$ cat src/rtl/multicycle_ctrl_pkg.sv
// ctrl_pkg: shared types and constants for the RV32I multi-cycle controller.
//   state_e   - controller FSM states
//   alu_op_e  - ALU operation codes driven on o_alu_op
//   imm_sel_e - immediate-generator select codes driven on o_imm_sel
//   dec_t     - decoded instruction summary produced by ctrl_decode
package ctrl_pkg;

    typedef enum logic [2:0] {
        S_FETCH  = 3'd0,
        S_DECODE = 3'd1,
        S_EXEC   = 3'd2,
        S_MEM    = 3'd3,
        S_WB     = 3'd4,
        S_TRAP   = 3'd5
    } state_e;

    typedef enum logic [3:0] {
        ALU_ADD    = 4'd0,
        ALU_SUB    = 4'd1,
        ALU_SLL    = 4'd2,
        ALU_SLT    = 4'd3,
        ALU_SLTU   = 4'd4,
        ALU_XOR    = 4'd5,
        ALU_SRL    = 4'd6,
        ALU_SRA    = 4'd7,
        ALU_OR     = 4'd8,
        ALU_AND    = 4'd9,
        ALU_PASS_B = 4'd10
    } alu_op_e;

    typedef enum logic [2:0] {
        IMM_I  = 3'b000,
        IMM_SH = 3'b001,
        IMM_S  = 3'b010,
        IMM_B  = 3'b011,
        IMM_J  = 3'b100,
        IMM_U  = 3'b101
    } imm_sel_e;

    // RV32I major opcodes
    localparam logic [6:0] OPC_LUI    = 7'b0110111;
    localparam logic [6:0] OPC_AUIPC  = 7'b0010111;
    localparam logic [6:0] OPC_JAL    = 7'b1101111;
    localparam logic [6:0] OPC_JALR   = 7'b1100111;
    localparam logic [6:0] OPC_BRANCH = 7'b1100011;
    localparam logic [6:0] OPC_LOAD   = 7'b0000011;
    localparam logic [6:0] OPC_STORE  = 7'b0100011;
    localparam logic [6:0] OPC_OPIMM  = 7'b0010011;
    localparam logic [6:0] OPC_OP     = 7'b0110011;
    localparam logic [6:0] OPC_FENCE  = 7'b0001111;
    localparam logic [6:0] OPC_SYSTEM = 7'b1110011;

    // Writeback mux codes
    localparam logic [1:0] WB_ALU = 2'b00;
    localparam logic [1:0] WB_MEM = 2'b01;
    localparam logic [1:0] WB_PC4 = 2'b10;

    typedef struct packed {
        logic     illegal;
        logic     is_load;
        logic     is_store;
        logic     is_branch;
        logic     is_jump;    // JAL or JALR
        logic     wr_rd;      // writes the register file and rd != x0
        imm_sel_e imm_sel;
        alu_op_e  alu_op;
        logic     opa_sel;
        logic     opb_sel;
        logic     br_un;      // unsigned compare
        logic     br_lt;      // branch tests "less" rather than "equal"
        logic     br_neg;     // invert the compare result (BNE/BGE/BGEU)
    } dec_t;

    // funct3 -> ALU op; alt is funct7[5]. SUB only exists for register-register OP.
    function automatic alu_op_e alu_from_f3(input logic [2:0] f3, input logic alt,
                                            input logic is_op);
        alu_op_e op;
        case (f3)
            3'b000:  op = (is_op && alt) ? ALU_SUB : ALU_ADD;
            3'b001:  op = ALU_SLL;
            3'b010:  op = ALU_SLT;
            3'b011:  op = ALU_SLTU;
            3'b100:  op = ALU_XOR;
            3'b101:  op = alt ? ALU_SRA : ALU_SRL;
            3'b110:  op = ALU_OR;
            default: op = ALU_AND;
        endcase
        return op;
    endfunction

endpackage

$ cat src/rtl/multicycle_ctrl_decode.sv
// ctrl_decode: combinational decode of the instruction register.
//   i_instr - IR contents
//   o_dec   - instruction class, immediate select, ALU op, operand selects,
//             branch condition and illegal flag
module ctrl_decode
    import ctrl_pkg::*;
(
    input  logic [31:0] i_instr,
    output dec_t        o_dec
);

    logic [6:0] w_opc;
    logic [2:0] w_f3;
    logic [6:0] w_f7;
    logic       w_rd_nz;
    logic       w_shift;
    logic       w_shift_ok;
    logic       w_unused_bits;

    assign w_opc   = i_instr[6:0];
    assign w_f3    = i_instr[14:12];
    assign w_f7    = i_instr[31:25];
    assign w_rd_nz = |i_instr[11:7];
    assign w_shift = (w_f3 == 3'b001) || (w_f3 == 3'b101);
    // Only SRL/SRA may carry funct7 = 0100000; every other shift needs zero.
    assign w_shift_ok = (w_f7 == 7'h00) || ((w_f3 == 3'b101) && (w_f7 == 7'h20));
    // rs1/rs2 fields matter only to the datapath
    assign w_unused_bits = ^i_instr[24:15];

    always_comb begin
        o_dec         = '0;
        o_dec.imm_sel = IMM_I;
        o_dec.alu_op  = ALU_ADD;
        case (w_opc)
            OPC_LUI: begin
                o_dec.imm_sel = IMM_U;
                o_dec.alu_op  = ALU_PASS_B;
                o_dec.opb_sel = 1'b1;
                o_dec.wr_rd   = w_rd_nz;
            end
            OPC_AUIPC: begin
                o_dec.imm_sel = IMM_U;
                o_dec.opa_sel = 1'b1;
                o_dec.opb_sel = 1'b1;
                o_dec.wr_rd   = w_rd_nz;
            end
            OPC_JAL: begin
                o_dec.imm_sel = IMM_J;
                o_dec.opa_sel = 1'b1;
                o_dec.opb_sel = 1'b1;
                o_dec.is_jump = 1'b1;
                o_dec.wr_rd   = w_rd_nz;
            end
            OPC_JALR: begin
                o_dec.opb_sel = 1'b1;
                o_dec.is_jump = 1'b1;
                o_dec.wr_rd   = w_rd_nz;
            end
            OPC_BRANCH: begin
                // ALU forms the PC-relative target; the comparator decides.
                o_dec.imm_sel   = IMM_B;
                o_dec.opa_sel   = 1'b1;
                o_dec.opb_sel   = 1'b1;
                o_dec.is_branch = 1'b1;
                o_dec.br_un     = w_f3[1];
                o_dec.br_lt     = w_f3[2];
                o_dec.br_neg    = w_f3[0];
            end
            OPC_LOAD: begin
                o_dec.opb_sel = 1'b1;
                o_dec.is_load = 1'b1;
                o_dec.wr_rd   = w_rd_nz;
            end
            OPC_STORE: begin
                o_dec.imm_sel  = IMM_S;
                o_dec.opb_sel  = 1'b1;
                o_dec.is_store = 1'b1;
            end
            OPC_OPIMM: begin
                o_dec.opb_sel = 1'b1;
                o_dec.wr_rd   = w_rd_nz;
                o_dec.alu_op  = alu_from_f3(w_f3, w_f7[5], 1'b0);
                if (w_shift) begin
                    o_dec.imm_sel = IMM_SH;
                    o_dec.illegal = !w_shift_ok;
                end
            end
            OPC_OP: begin
                o_dec.wr_rd  = w_rd_nz;
                o_dec.alu_op = alu_from_f3(w_f3, w_f7[5], 1'b1);
                if (w_shift) o_dec.illegal = !w_shift_ok;
            end
            OPC_FENCE, OPC_SYSTEM: begin
                // retired as NOPs: pass through WB without a register write
            end
            default: o_dec.illegal = 1'b1;
        endcase
        if (o_dec.illegal) o_dec.wr_rd = 1'b0;
    end

endmodule

$ cat src/rtl/multicycle_ctrl.sv
// multicycle_ctrl: control FSM for the RV32I multi-cycle datapath.
//   i_clk/i_rst_n        - clock, async active-low reset
//   i_instr              - IR contents (stable from S_DECODE on)
//   i_imem_valid         - fetch data valid
//   i_dmem_ready         - data access complete
//   i_br_less/i_br_equal - branch comparator flags
//   o_imem_req/o_ir_we   - fetch handshake and IR load
//   o_imm_sel, o_alu_op, o_opa_sel, o_opb_sel, o_br_un - datapath selects
//   o_dmem_req/o_dmem_we - data memory request / store
//   o_rd_wren, o_wb_sel  - register writeback
//   o_pc_we, o_pc_sel    - PC update (PC+4 or ALU target)
//   o_insn_vld, o_illegal - retire and illegal-instruction pulses
//
// Level outputs are registered on state entry. The few strobes that must react
// within the same cycle to a handshake or comparator input (IR load on fetch
// valid, store retire on dmem ready, branch direction) are gated combinationally
// from registered qualifiers, so reset forces every output low immediately.
module multicycle_ctrl
    import ctrl_pkg::*;
#(
    parameter state_e RESET_STATE  = S_FETCH,
    parameter bit     ILLEGAL_TRAP = 1'b1
)(
    input  logic        i_clk,
    input  logic        i_rst_n,
    input  logic [31:0] i_instr,
    input  logic        i_imem_valid,
    input  logic        i_dmem_ready,
    input  logic        i_br_less,
    input  logic        i_br_equal,
    output logic        o_imem_req,
    output logic        o_ir_we,
    output logic [2:0]  o_imm_sel,
    output logic [3:0]  o_alu_op,
    output logic        o_opa_sel,
    output logic        o_opb_sel,
    output logic        o_br_un,
    output logic        o_dmem_req,
    output logic        o_dmem_we,
    output logic        o_rd_wren,
    output logic [1:0]  o_wb_sel,
    output logic        o_pc_we,
    output logic        o_pc_sel,
    output logic        o_insn_vld,
    output logic        o_illegal
);

    dec_t    w_dec;
    state_e  r_state;
    alu_op_e r_alu_op;
    logic    r_imem_req, r_dmem_req, r_dmem_we, r_rd_wren;
    logic    r_pc_we, r_pc_sel, r_insn_vld, r_illegal;
    logic    r_opa_sel, r_opb_sel, r_br_un, r_br_exec;
    logic [1:0] r_wb_sel;
    logic    w_taken, w_st_done, w_nop_retire;

    ctrl_decode u_decode (
        .i_instr (i_instr),
        .o_dec   (w_dec)
    );

    assign w_taken      = (w_dec.br_lt ? i_br_less : i_br_equal) ^ w_dec.br_neg;
    assign w_st_done    = r_dmem_req & r_dmem_we & i_dmem_ready;
    // With trapping disabled an illegal opcode retires straight out of DECODE.
    assign w_nop_retire = (r_state == S_DECODE) & w_dec.illegal & ~ILLEGAL_TRAP;

    assign o_imem_req = r_imem_req;
    assign o_ir_we    = r_imem_req & i_imem_valid;
    assign o_imm_sel  = (r_state == S_FETCH) ? IMM_I : w_dec.imm_sel;
    assign o_alu_op   = r_alu_op;
    assign o_opa_sel  = r_opa_sel;
    assign o_opb_sel  = r_opb_sel;
    assign o_br_un    = r_br_un;
    assign o_dmem_req = r_dmem_req;
    assign o_dmem_we  = r_dmem_we;
    assign o_rd_wren  = r_rd_wren;
    assign o_wb_sel   = r_wb_sel;
    assign o_pc_we    = r_pc_we | w_st_done | w_nop_retire;
    assign o_pc_sel   = r_pc_sel | (r_br_exec & w_taken);
    assign o_insn_vld = r_insn_vld | w_st_done | w_nop_retire;
    assign o_illegal  = r_illegal;

    always_ff @(posedge i_clk or negedge i_rst_n) begin
        if (!i_rst_n) begin
            r_state    <= RESET_STATE;
            r_imem_req <= 1'b0;
            r_dmem_req <= 1'b0;
            r_dmem_we  <= 1'b0;
            r_rd_wren  <= 1'b0;
            r_wb_sel   <= WB_ALU;
            r_pc_we    <= 1'b0;
            r_pc_sel   <= 1'b0;
            r_insn_vld <= 1'b0;
            r_illegal  <= 1'b0;
            r_alu_op   <= ALU_ADD;
            r_opa_sel  <= 1'b0;
            r_opb_sel  <= 1'b0;
            r_br_un    <= 1'b0;
            r_br_exec  <= 1'b0;
        end else begin
            // single-cycle pulses default low
            r_rd_wren  <= 1'b0;
            r_wb_sel   <= WB_ALU;
            r_pc_we    <= 1'b0;
            r_pc_sel   <= 1'b0;
            r_insn_vld <= 1'b0;
            r_illegal  <= 1'b0;
            r_br_exec  <= 1'b0;
            case (r_state)
                S_FETCH: begin
                    // The request is raised one clock after reset release.
                    if (r_imem_req && i_imem_valid) begin
                        r_imem_req <= 1'b0;
                        r_state    <= S_DECODE;
                    end else begin
                        r_imem_req <= 1'b1;
                    end
                end
                S_DECODE: begin
                    if (w_dec.illegal) begin
                        if (ILLEGAL_TRAP) begin
                            r_state    <= S_TRAP;
                            r_illegal  <= 1'b1;
                            r_pc_we    <= 1'b1;
                            r_insn_vld <= 1'b1;
                        end else begin
                            r_state    <= S_FETCH;
                            r_imem_req <= 1'b1;
                        end
                    end else begin
                        r_state   <= S_EXEC;
                        r_alu_op  <= w_dec.alu_op;
                        r_opa_sel <= w_dec.opa_sel;
                        r_opb_sel <= w_dec.opb_sel;
                        r_br_un   <= w_dec.br_un;
                        if (w_dec.is_branch) begin
                            r_pc_we    <= 1'b1;
                            r_insn_vld <= 1'b1;
                            r_br_exec  <= 1'b1;
                        end
                    end
                end
                S_EXEC: begin
                    if (w_dec.is_branch) begin
                        r_state    <= S_FETCH;
                        r_imem_req <= 1'b1;
                        r_alu_op   <= ALU_ADD;
                        r_opa_sel  <= 1'b0;
                        r_opb_sel  <= 1'b0;
                        r_br_un    <= 1'b0;
                    end else if (w_dec.is_load || w_dec.is_store) begin
                        r_state    <= S_MEM;
                        r_dmem_req <= 1'b1;
                        r_dmem_we  <= w_dec.is_store;
                    end else begin
                        r_state    <= S_WB;
                        r_rd_wren  <= w_dec.wr_rd;
                        r_wb_sel   <= w_dec.is_jump ? WB_PC4 : WB_ALU;
                        r_pc_we    <= 1'b1;
                        r_pc_sel   <= w_dec.is_jump;
                        r_insn_vld <= 1'b1;
                    end
                end
                S_MEM: begin
                    // ALU controls stay put so the address holds while waiting.
                    if (i_dmem_ready) begin
                        r_dmem_req <= 1'b0;
                        r_dmem_we  <= 1'b0;
                        if (w_dec.is_store) begin
                            r_state    <= S_FETCH;
                            r_imem_req <= 1'b1;
                            r_alu_op   <= ALU_ADD;
                            r_opa_sel  <= 1'b0;
                            r_opb_sel  <= 1'b0;
                        end else begin
                            r_state    <= S_WB;
                            r_rd_wren  <= w_dec.wr_rd;
                            r_wb_sel   <= WB_MEM;
                            r_pc_we    <= 1'b1;
                            r_insn_vld <= 1'b1;
                        end
                    end
                end
                default: begin
                    // S_WB and S_TRAP last one cycle and return to fetch
                    r_state    <= S_FETCH;
                    r_imem_req <= 1'b1;
                    r_alu_op   <= ALU_ADD;
                    r_opa_sel  <= 1'b0;
                    r_opb_sel  <= 1'b0;
                    r_br_un    <= 1'b0;
                end
            endcase
        end
    end

endmodule

$ cat config.mk
export PLATFORM = sky130hd
export DESIGN_NAME = multicycle_ctrl
export DESIGN_NICKNAME = d
export VERILOG_FILES = /design/src/rtl/multicycle_ctrl_pkg.sv /design/src/rtl/multicycle_ctrl_decode.sv /design/src/rtl/multicycle_ctrl.sv
export SDC_FILE = /design/constraint.sdc
export NUM_CORES = 1
export LEC_CHECK = 0
export ABC_CLOCK_PERIOD_IN_PS = 5050
export BUFFER_PORTS_ARGS = -buffer_cell sky130_fd_sc_hd__buf_2
export CORE_MARGIN = 2
export CORE_UTILIZATION = 30
export DETAILED_ROUTE_END_ITERATION = 10
export PLACE_DENSITY_LB_ADDON = 0.2
export SLEW_MARGIN = 20
export SYNTH_ARGS = -nofsm -noshare
export SYNTH_HDL_FRONTEND = slang
export SYNTH_HIERARCHICAL = 1
export SYNTH_SLANG_ARGS = --single-unit
$ cat constraint.sdc
create_clock -name i_clk -period 5.05 [get_ports i_clk]
set_input_delay 1.01 -clock i_clk [delete_from_list [all_inputs] [get_ports i_clk]]
set_output_delay 1.01 -clock i_clk [all_outputs]
set_load 0.05 [all_outputs]
==> flow_metrics.tcl, run 1 <==
set metrics [dict create \
    status "complete, no violations" \
    critPathMaxFanout 9 \
    worstHoldStart "o_dmem_req" \
    grt_pass1_wl_mm 5.73 \
    end_kind "output port" \
    reg2reg_depth 3 \
    start_util 0.311 \
    grt_antenna_before_repair 0 \
    cp_common_cell "buf_2" \
    worstSetupStartpointType "primary input" \
    grt-ovfl-total 0 \
    synth-simple-area-share 0.316 \
    path_clk_slew_ns 0.07 \
    synth_top_cell_by_area "dfrtp_1" \
    synth.area.top_cells "dfrtp_1 32%, mux2i_1 6.1%, nand2_1 4.6%, nor2_1 3.6%, inv_1 3.1%" \
    fin_crit_sh 0.733 \
    ys_seq_area_frac 0.324 \
    rows 25 \
    cp_cell_sequence "buf_2, nor2_4, nand3_2, nor3b_4, and3_1, mux2i_1, xnor2_1, a21o_1, buf_2" \
    final-setup-viol-count 0 \
    synth_warnings 6 \
    max_stage_delay_ns 0.27 \
    cts_buffer_depth 2 \
    portBuffers 48 \
    htree_levels 1 \
    synthArstFlopShare 1.00 \
    drcViolationCount 0 \
    yosys-top-cells-count "19 x dfrtp_1, 18 x nand2_1, 14 x nor2_1" \
    yosysMostFrequentCell "dfrtp_1" \
    numCtsBuffers 3 \
    clkLatencyLatePin_ns 0.26 \
    synth_top_family_by_area "simple AND/OR/NAND/NOR gates" \
    maxCapViolCount 0 \
    postCtsSetupRepairBufs 0 \
    netlist_area_um2 1470 \
    worstReg2RegStart "r_state[0]" \
    layout.nets 247 \
    synthCells 166 \
    io-pin-count 59 \
    num_vias 1349 \
    syn_nets 204 \
    min_to "o_dmem_req" \
    p_per_area_nw_per_um2 322 \
    grt_start_max_net_pins 20 \
    worst_slack_ns 1.35 \
    cts_tree "yes" \
    drv_slew 0 \
    required_ns 4.04 \
    finalHoldViolCount 0 \
    synth_compound_area_frac 0.194 \
    avgSynthCellArea_um2 8.84 \
    rsz0062_at_grt "no" \
    pre_cts_ws_ns 1.31 \
    synth-adder-area-share 0 \
    stdcell_count 275 \
    hp-class "reg2reg" \
    dp_hpwl_mm 2.76 \
    placed_cells 271 \
    critPathKind "in2out" \
    cts-resized-gates 0 \
    die_height_um 73.9 \
    die-area_um2 5470 \
    cts_root_buf "clkbuf_8" \
    syn_to_final_growth_pct 19.3 \
    r2r_setup_slack_ns 3.32 \
    num_antenna_cells 0 \
    slew_headroom 0.526 \
    synth_flop_cell "dfrtp_1" \
    postRouteAntennaNets 0 \
    wirelength_mm 3.57 \
    cp.arrival_ns 2.69 \
    yosysTopAreaCellShare 0.324 \
    holdPathStages 1 \
    synth_xor_area_frac 0.00597 \
    cts.sinks 19 \
    synth-edff-count 0 \
    track_usage 0.134 \
    finalClockSkew_ns 0.00121 \
    core_area_um2 4720 \
    via_per_inst 4.91 \
    fin_total_pwr_w 0.000564 \
    routedWlPerCell_um 13.0 \
    tightest_slew_ns 0.709 \
    ir_drop_mv 0.146 \
    fmaxAchievable_ghz 0.270 \
    ys_ff_latch 19 \
    ctsHoldBuffers 0 \
    muxShareOfSynthArea 0.0691 \
    setup-tns-final_ns 0 \
    drt-initial-drc-count 56 \
    ys_types 51 \
    first_global_vias 1220 \
    reg2reg_to "r_insn_vld" \
    dieWidth_um 73.9 \
    leakage_nw 0.842 \
    cp_slowest_cell "nor3b_4" \
    fin_crit_ns 3.70 \
    globalplace.congestion 0.890 \
    drt-pass1-iter-count 4 \
    drive_gt1_frac 0.337 \
]
==> routing by layer <==
metal | wire length, µm | track usage
met5 | 0 | 0
met4 | 51 | 0.0545
met3 | 178 | 0.0163
met2 | 1590 | 0.199
met1 | 1760 | 0.195
==> worst max-delay path, delay by kind of cell <==
family / cells / cell delay, ns
simple gates: 4 / 0.76
xor+xnor: 1 / 0.16
buf+inv: 2 / 0.41
mux: 1 / 0.21
compound gates: 1 / 0.14
==> stage by stage <==
stage,utilization,instance area (µm²),hold WS (ns)
finish,0.371,1750,0.513
global route,0.371,1750,0.535
CTS,0.371,1750,0.510
detailed placement,0.361,1700,0.493
global placement,0.361,1700,0.492
floorplan,-,1470,0.650
==> sequential cells by signal, indices dropped and copies added, names as in the netlist <==
signal / flops
o_wb_sel: 1
o_br_un: 1
o_opb_sel: 1
o_rd_wren: 1
r_insn_vld: 1
o_opa_sel: 1
o_dmem_we: 1
o_illegal: 1
o_alu_op: 4
o_imem_req: 1
o_dmem_req: 1
r_state: 3
r_pc_sel: 1
r_br_exec: 1
==> cells in the final DEF (no fill, tap or decap), types with 5 or more instances in the layout <==
cell	netlist	routed
nor2_1	14	14
mux2i_1	9	9
buf_2	2	48
nand2_1	18	18
nor2b_1	7	7
nand3_1	5	5
o21ai_0	8	8
nand2b_1	5	5
inv_1	12	12
a21oi_1	5	5
and3_1	5	5
dfrtp_1	19	19
==> area by class of cell <==
| type | count | area [µm²] |
|---|---|---|
| Fill cell | 505 | 2970 |
| Multi-Input combinational cell | 125 | 860 |
| Sequential cell | 19 | 475 |
| Timing Repair Buffer | 48 | 240 |
| Tap cell | 67 | 83.8 |
| Inverter | 12 | 45.0 |
| Clock buffer | 3 | 41.3 |
| Clock inverter | 1 | 5.00 |
==> cells by family after synthesis <==
group,Yosys count
mux,10
xor+xnor,1
compound gates,36
flops,19
buf+inv,22
simple gates,78
==> where the power goes <==
group          leakage [nW]  internal (W)  switching, W
registers             0.256      0.000173     0.0000349
clock network        0.0255     0.0000550     0.0000549
logic                 0.561     0.0000849      0.000161
==> worst max-delay path by stage <==
| stage | end | start | slack, ns |
|---|---|---|---|
| 6_report | o_pc_sel | i_instr[3] | 1.35 |
| 4_1_cts | o_pc_sel | i_instr[3] | 1.32 |
| 3_5_place_dp | o_pc_sel | i_instr[3] | 1.31 |
| 3_3_place_gp | o_pc_sel | i_instr[3] | 1.33 |
| 5_1_grt | o_pc_sel | i_instr[3] | 1.19 |
| 2_1_floorplan | o_pc_sel | i_instr[3] | 1.53 |
Power figures use the tool's default switching activity.
==> run 2, diff against run 1 <==
ABC_AREA = 1   (was not set)
ABC_CLOCK_PERIOD_IN_PS = 3300   (was 5050)
clock period = 3.3 ns   (was 5.05 ns; I/O delays follow)
==> flow_metrics.tcl, run 2 <==
set metrics [dict create \
    synth-edff-count 0 \
    r2r_setup_slack_ns 2.04 \
    p_per_area_nw_per_um2 497 \
    maxCapViolCount 0 \
    p_clk_frac 0.187 \
    synthArstFlopShare 1.00 \
    whs_ns 0.325 \
    cp.arrival_ns 2.20 \
    required_ns 2.64 \
    postLayoutCellArea_um2 1770 \
    routedWlPerCell_um 10.4 \
    finalClockSkew_ns 0.00229 \
    drive_gt1_frac 0.320 \
    die_height_um 73.2 \
    startpoint "i_instr[3]" \
    swShare 0.468 \
    largest_register_ffs 4 \
    status "complete, no violations" \
    syn_to_final_growth_pct 23.5 \
    cts.sinks 19 \
    via_per_inst 4.51 \
    hp-class "in2async" \
    yosysTopAreaCellShare 0.331 \
    path_clk_slew_ns 0.07 \
    track_usage 0.137 \
    sequentialPowerShare 0.337 \
    fmaxAchievable_ghz 0.349 \
    grt_pass1_wl_mm 5.77 \
    num_vias 1457 \
    fin_crit_sh 0.868 \
    die-area_um2 5360 \
    worstSetupStartpointType "primary input" \
    layout.cells.most_common_list "54 x nand2_1, 48 x buf_2, 37 x inv_1, 30 x nor2_1, 19 x dfrtp_1" \
    syn_nets 257 \
    rows 25 \
    slew_headroom 0.717 \
    postCtsSetupRepairBufs 0 \
    ys_ff_latch 19 \
    cts-resized-gates 0 \
    ys_types 28 \
    dieWidth_um 73.2 \
    drt-initial-drc-count 40 \
    dp_hpwl_mm 2.86 \
    reg2reg_to "o_alu_op[3]" \
    layout.nets 308 \
    synthCells 219 \
    globalplace.congestion 0.937 \
    rsz0062_at_grt "no" \
    portBuffers 48 \
    setup-tns-final_ns 0 \
    p_comb_frac 0.477 \
    synth.area.top_cells "dfrtp_1 33%, nand2_1 14%, inv_1 9.7%, nor2_1 7.8%, nand2_2 4.4%" \
    dpl_cell_area_um2 1730 \
    ys_seq_area_frac 0.331 \
    start_util 0.308 \
    drt-pass1-iter-count 4 \
    fin_crit_ns 2.86 \
    wirelength_mm 3.38 \
    postRouteAntennaNets 0 \
    reg2reg_depth 6 \
    synth_warnings 6 \
    cts_root_buf "clkbuf_8" \
    htree_levels 1 \
    internal_power_w 0.000469 \
    io-pin-count 59 \
    grt-ovfl-total 0 \
    yosysMostFrequentCell "nand2_1" \
    numCtsBuffers 3 \
    final_common_cell "nand2_1" \
    net-switching-power_w 0.000413 \
    drcViolationCount 0 \
    ctsHoldBuffers 0 \
    final-setup-viol-count 0 \
    netlist_area_um2 1440 \
    tightest_slew_ns 0.425 \
    first_global_vias 1340 \
    crit_end "o_pc_sel" \
    cts_buffer_depth 2 \
    num_antenna_cells 0 \
    yosys-top-cells-count "54 x nand2_1, 37 x inv_1, 30 x nor2_1" \
    critPathMaxFanout 5 \
    finalHoldViolCount 0 \
    cts_tree "yes" \
    ir_drop_mv 0.232 \
    worstReg2RegStart "r_state[0]" \
    grt_start_max_net_pins 20 \
    clkLatencyLatePin_ns 0.26 \
    drv_slew 0 \
    avgSynthCellArea_um2 6.56 \
    synth_top_cell_by_area "dfrtp_1" \
    critPathKind "in2out" \
    grt_antenna_before_repair 0 \
    leakage_nw 1.01 \
    synth_flop_cell "dfrtp_1" \
    end_kind "output port" \
    core_area_um2 4660 \
]
-- run 2: routing by layer --
layer  wire length [µm]  share of wire  track usage
met5                  0              0            0
met1               1530           0.45        0.176
met2               1680           0.50        0.240
met3                110          0.033       0.0124
met4                 54          0.016       0.0432
-- run 2: stage by stage --
stage	total power (W)	std cells	utilization	worst slack (ns)
after floorplan	0.000630	219	-	0.357
after global placement	0.000725	319	0.371	0.429
after detailed placement	0.000725	319	0.371	0.413
after CTS	0.000890	323	0.381	0.405
after global routing	0.000946	323	0.381	0.219
final	0.000882	323	0.381	0.436
-- run 2: worst max-delay path, stage by stage --
cell and delay [ns]:
buf_2 0.10, inv_1 0.06, nand2_1 0.08, nor2_4 0.14, inv_1 0.07, nor2_1 0.25
inv_2 0.11, nor2_1 0.13, nand2_1 0.06, o21ai_0 0.09, nor2_1 0.06, o21bai_1 0.13
buf_2 0.27
-- run 2: how the worst min path moves through the flow --
| stage | startpoint | end | slack [ns] | cells after the start |
|---|---|---|---|---|
| 2_1_floorplan | i_rst_n | o_alu_op[0] | 0.36 | 0 |
| 3_3_place_gp | o_opa_sel | o_opa_sel | 0.45 | 2 |
| 3_5_place_dp | o_alu_op[1] | o_alu_op[1] | 0.45 | 2 |
| 4_1_cts | i_rst_n | o_rd_wren | 0.35 | 1 |
| 5_1_grt | i_rst_n | o_rd_wren | 0.36 | 1 |
| 6_report | i_rst_n | o_br_un | 0.33 | 1 |
-- run 2: logic make-up (layout without fill, tap and decap cells) --
family	after synthesis	after routing	synth area share
and+or+nand+nor	133	133	0.449
buffers and inverters	46	96	0.125
AOI/OAI and AO/OA	21	21	0.0941
DFF	19	19	0.331
-- run 2: power groups by stage --
stage / Combinational (W) / Sequential (W) / Clock [W]
5_1_grt: 0.000464 / 0.000302 / 0.000180
3_5_place_dp: 0.000424 / 0.000301 / 0
2_1_floorplan: 0.000277 / 0.000353 / 0
4_1_cts: 0.000424 / 0.000297 / 0.000169
6_report: 0.000421 / 0.000297 / 0.000165
3_3_place_gp: 0.000423 / 0.000302 / 0
-- run 2: final cells by class --
cell class / count / area (µm²)
clock buffer: 4 / 45.0
fill: 505 / 2890
inverter: 44 / 165
multi-input combinational: 154 / 781
sequential: 19 / 475
tap: 54 / 67.6
timing repair buffer: 48 / 240
==> run 3, diff against run 2 <==
RECOVER_POWER = 100   (was not set)
==> flow_metrics.tcl, run 3 (synthesis gave the netlist of run 2 again) <==
set metrics [dict create \
    layout.cells.most_common_list "57 x nand2_1, 37 x inv_1, 31 x nor2_1, 26 x buf_2, 22 x clkbuf_1" \
    portBuffers 48 \
    io-pin-count 59 \
    p_per_area_nw_per_um2 500 \
    grt_pass1_wl_mm 5.77 \
    cts_tree "yes" \
    final_common_cell "nand2_1" \
    cts-resized-gates 0 \
    via_per_inst 4.52 \
    drcViolationCount 0 \
    die_height_um 73.2 \
    ctsHoldBuffers 0 \
    finalHoldViolCount 0 \
    globalplace.congestion 0.937 \
    path_clk_slew_ns 0.07 \
    die-area_um2 5360 \
    regArea_um2 475 \
    cts_root_buf "clkbuf_8" \
    maxCapViolCount 0 \
    drv_slew 0 \
    drt-pass1-iter-count 4 \
    critPathKind "in2out" \
    critPathMaxFanout 5 \
    slew_headroom 0.267 \
    num_vias 1460 \
    final_core_util 0.369 \
    num_antenna_cells 0 \
    wirelength_mm 3.41 \
    r2r_setup_slack_ns 1.43 \
    rows 25 \
    fin_crit_ns 2.89 \
    fin_total_pwr_w 0.000860 \
    leakage_nw 0.924 \
    cts.sinks 19 \
    end_kind "output port" \
    required_ns 2.64 \
    start_util 0.308 \
    ir_drop_mv 0.221 \
    numCtsBuffers 3 \
    postRouteAntennaNets 0 \
    largest_register_ffs 4 \
    final-setup-viol-count 0 \
    status "complete, no violations" \
    grt-ovfl-total 0 \
    layout.nets 308 \
    track_usage 0.137 \
    cp.arrival_ns 2.23 \
    dp_hpwl_mm 2.86 \
    fmaxAchievable_ghz 0.346 \
    drive_gt1_frac 0.216 \
    dieWidth_um 73.2 \
    drt-initial-drc-count 46 \
    tightest_slew_ns 1.09 \
    rsz0062_at_grt "no" \
    multiInputGateArea_um2 752 \
    n_fill_cell 512 \
    setup-tns-final_ns 0 \
    core_area_um2 4660 \
    grt_antenna_before_repair 0 \
    hp-class "reg2reg" \
    postCtsSetupRepairBufs 0 \
    fin_crit_sh 0.876 \
    grt_start_max_net_pins 20 \
    worstSetupStartpointType "primary input" \
    htree_levels 1 \
    routedWlPerCell_um 10.6 \
    first_global_vias 1340 \
    clkLatencyLatePin_ns 0.26 \
    finalClockSkew_ns 0.00257 \
    cts_buffer_depth 2 \
    syn_to_final_growth_pct 19.7 \
]
run 3: final timing paths:
| check | from | end | cells past startpoint |
|---|---|---|---|
| setup reg to reg | r_state[0] | o_br_un | 5 |
| hold / removal | o_alu_op[1] | o_alu_op[1] | 2 |
| min in group asynchronous | i_rst_n | o_br_un | 1 |
| max in group asynchronous | i_rst_n | r_state[0] | 1 |
| hold reg to reg | o_alu_op[1] | o_alu_op[1] | 2 |
| setup / recovery | i_instr[3] | o_pc_sel | 13 |
run 3: layout make-up:
type,instances,share of cell area
repair buffers,48,0.124
flip-flops and latches,19,0.277
inverters,44,0.0961
well taps,54,0.0393
clock buffers,4,0.0262
multi-input cells,154,0.437
run 3: per-stage QoR:
step / setup WS [ns] / cells / hold slack, ns / instance area [µm²]
2_1_floorplan: 0.357 / 219 / 0.364 / 1440
3_3_place_gp: 0.429 / 319 / 0.453 / 1730
3_5_place_dp: 0.413 / 319 / 0.454 / 1730
4_1_cts: 0.405 / 323 / 0.351 / 1770
5_1_grt: 0.172 / 323 / 0.496 / 1720
6_report: 0.410 / 323 / 0.471 / 1720
run 3: worst max-delay path, stage by stage:
cell and delay, ns:
buf_2 0.10, inv_1 0.06, nand2_1 0.08, nor2_4 0.14
inv_1 0.07, nor2_1 0.25, inv_2 0.11, nor2_1 0.13
nand2_1 0.06, o21ai_0 0.09, nor2_1 0.07, o21bai_1 0.13
clkbuf_2 0.29
run 3: report_power, final:
| part | internal [W] | switching, W | leakage [nW] |
|---|---|---|---|
| sequential | 0.000268 | 0.0000299 | 0.255 |
| clock | 0.0000860 | 0.0000787 | 0.0228 |
| combinational | 0.000100 | 0.000297 | 0.646 |
| total | 0.000454 | 0.000405 | 0.924 |
run 3: routing by layer:
layer	track usage	share of wire	vias to the layer above
li1	-	-	781
met1	0.176	0.46	645
met4	0.0432	0.016	0
met5	0	0	-
met2	0.240	0.50	29
met3	0.0124	0.031	5
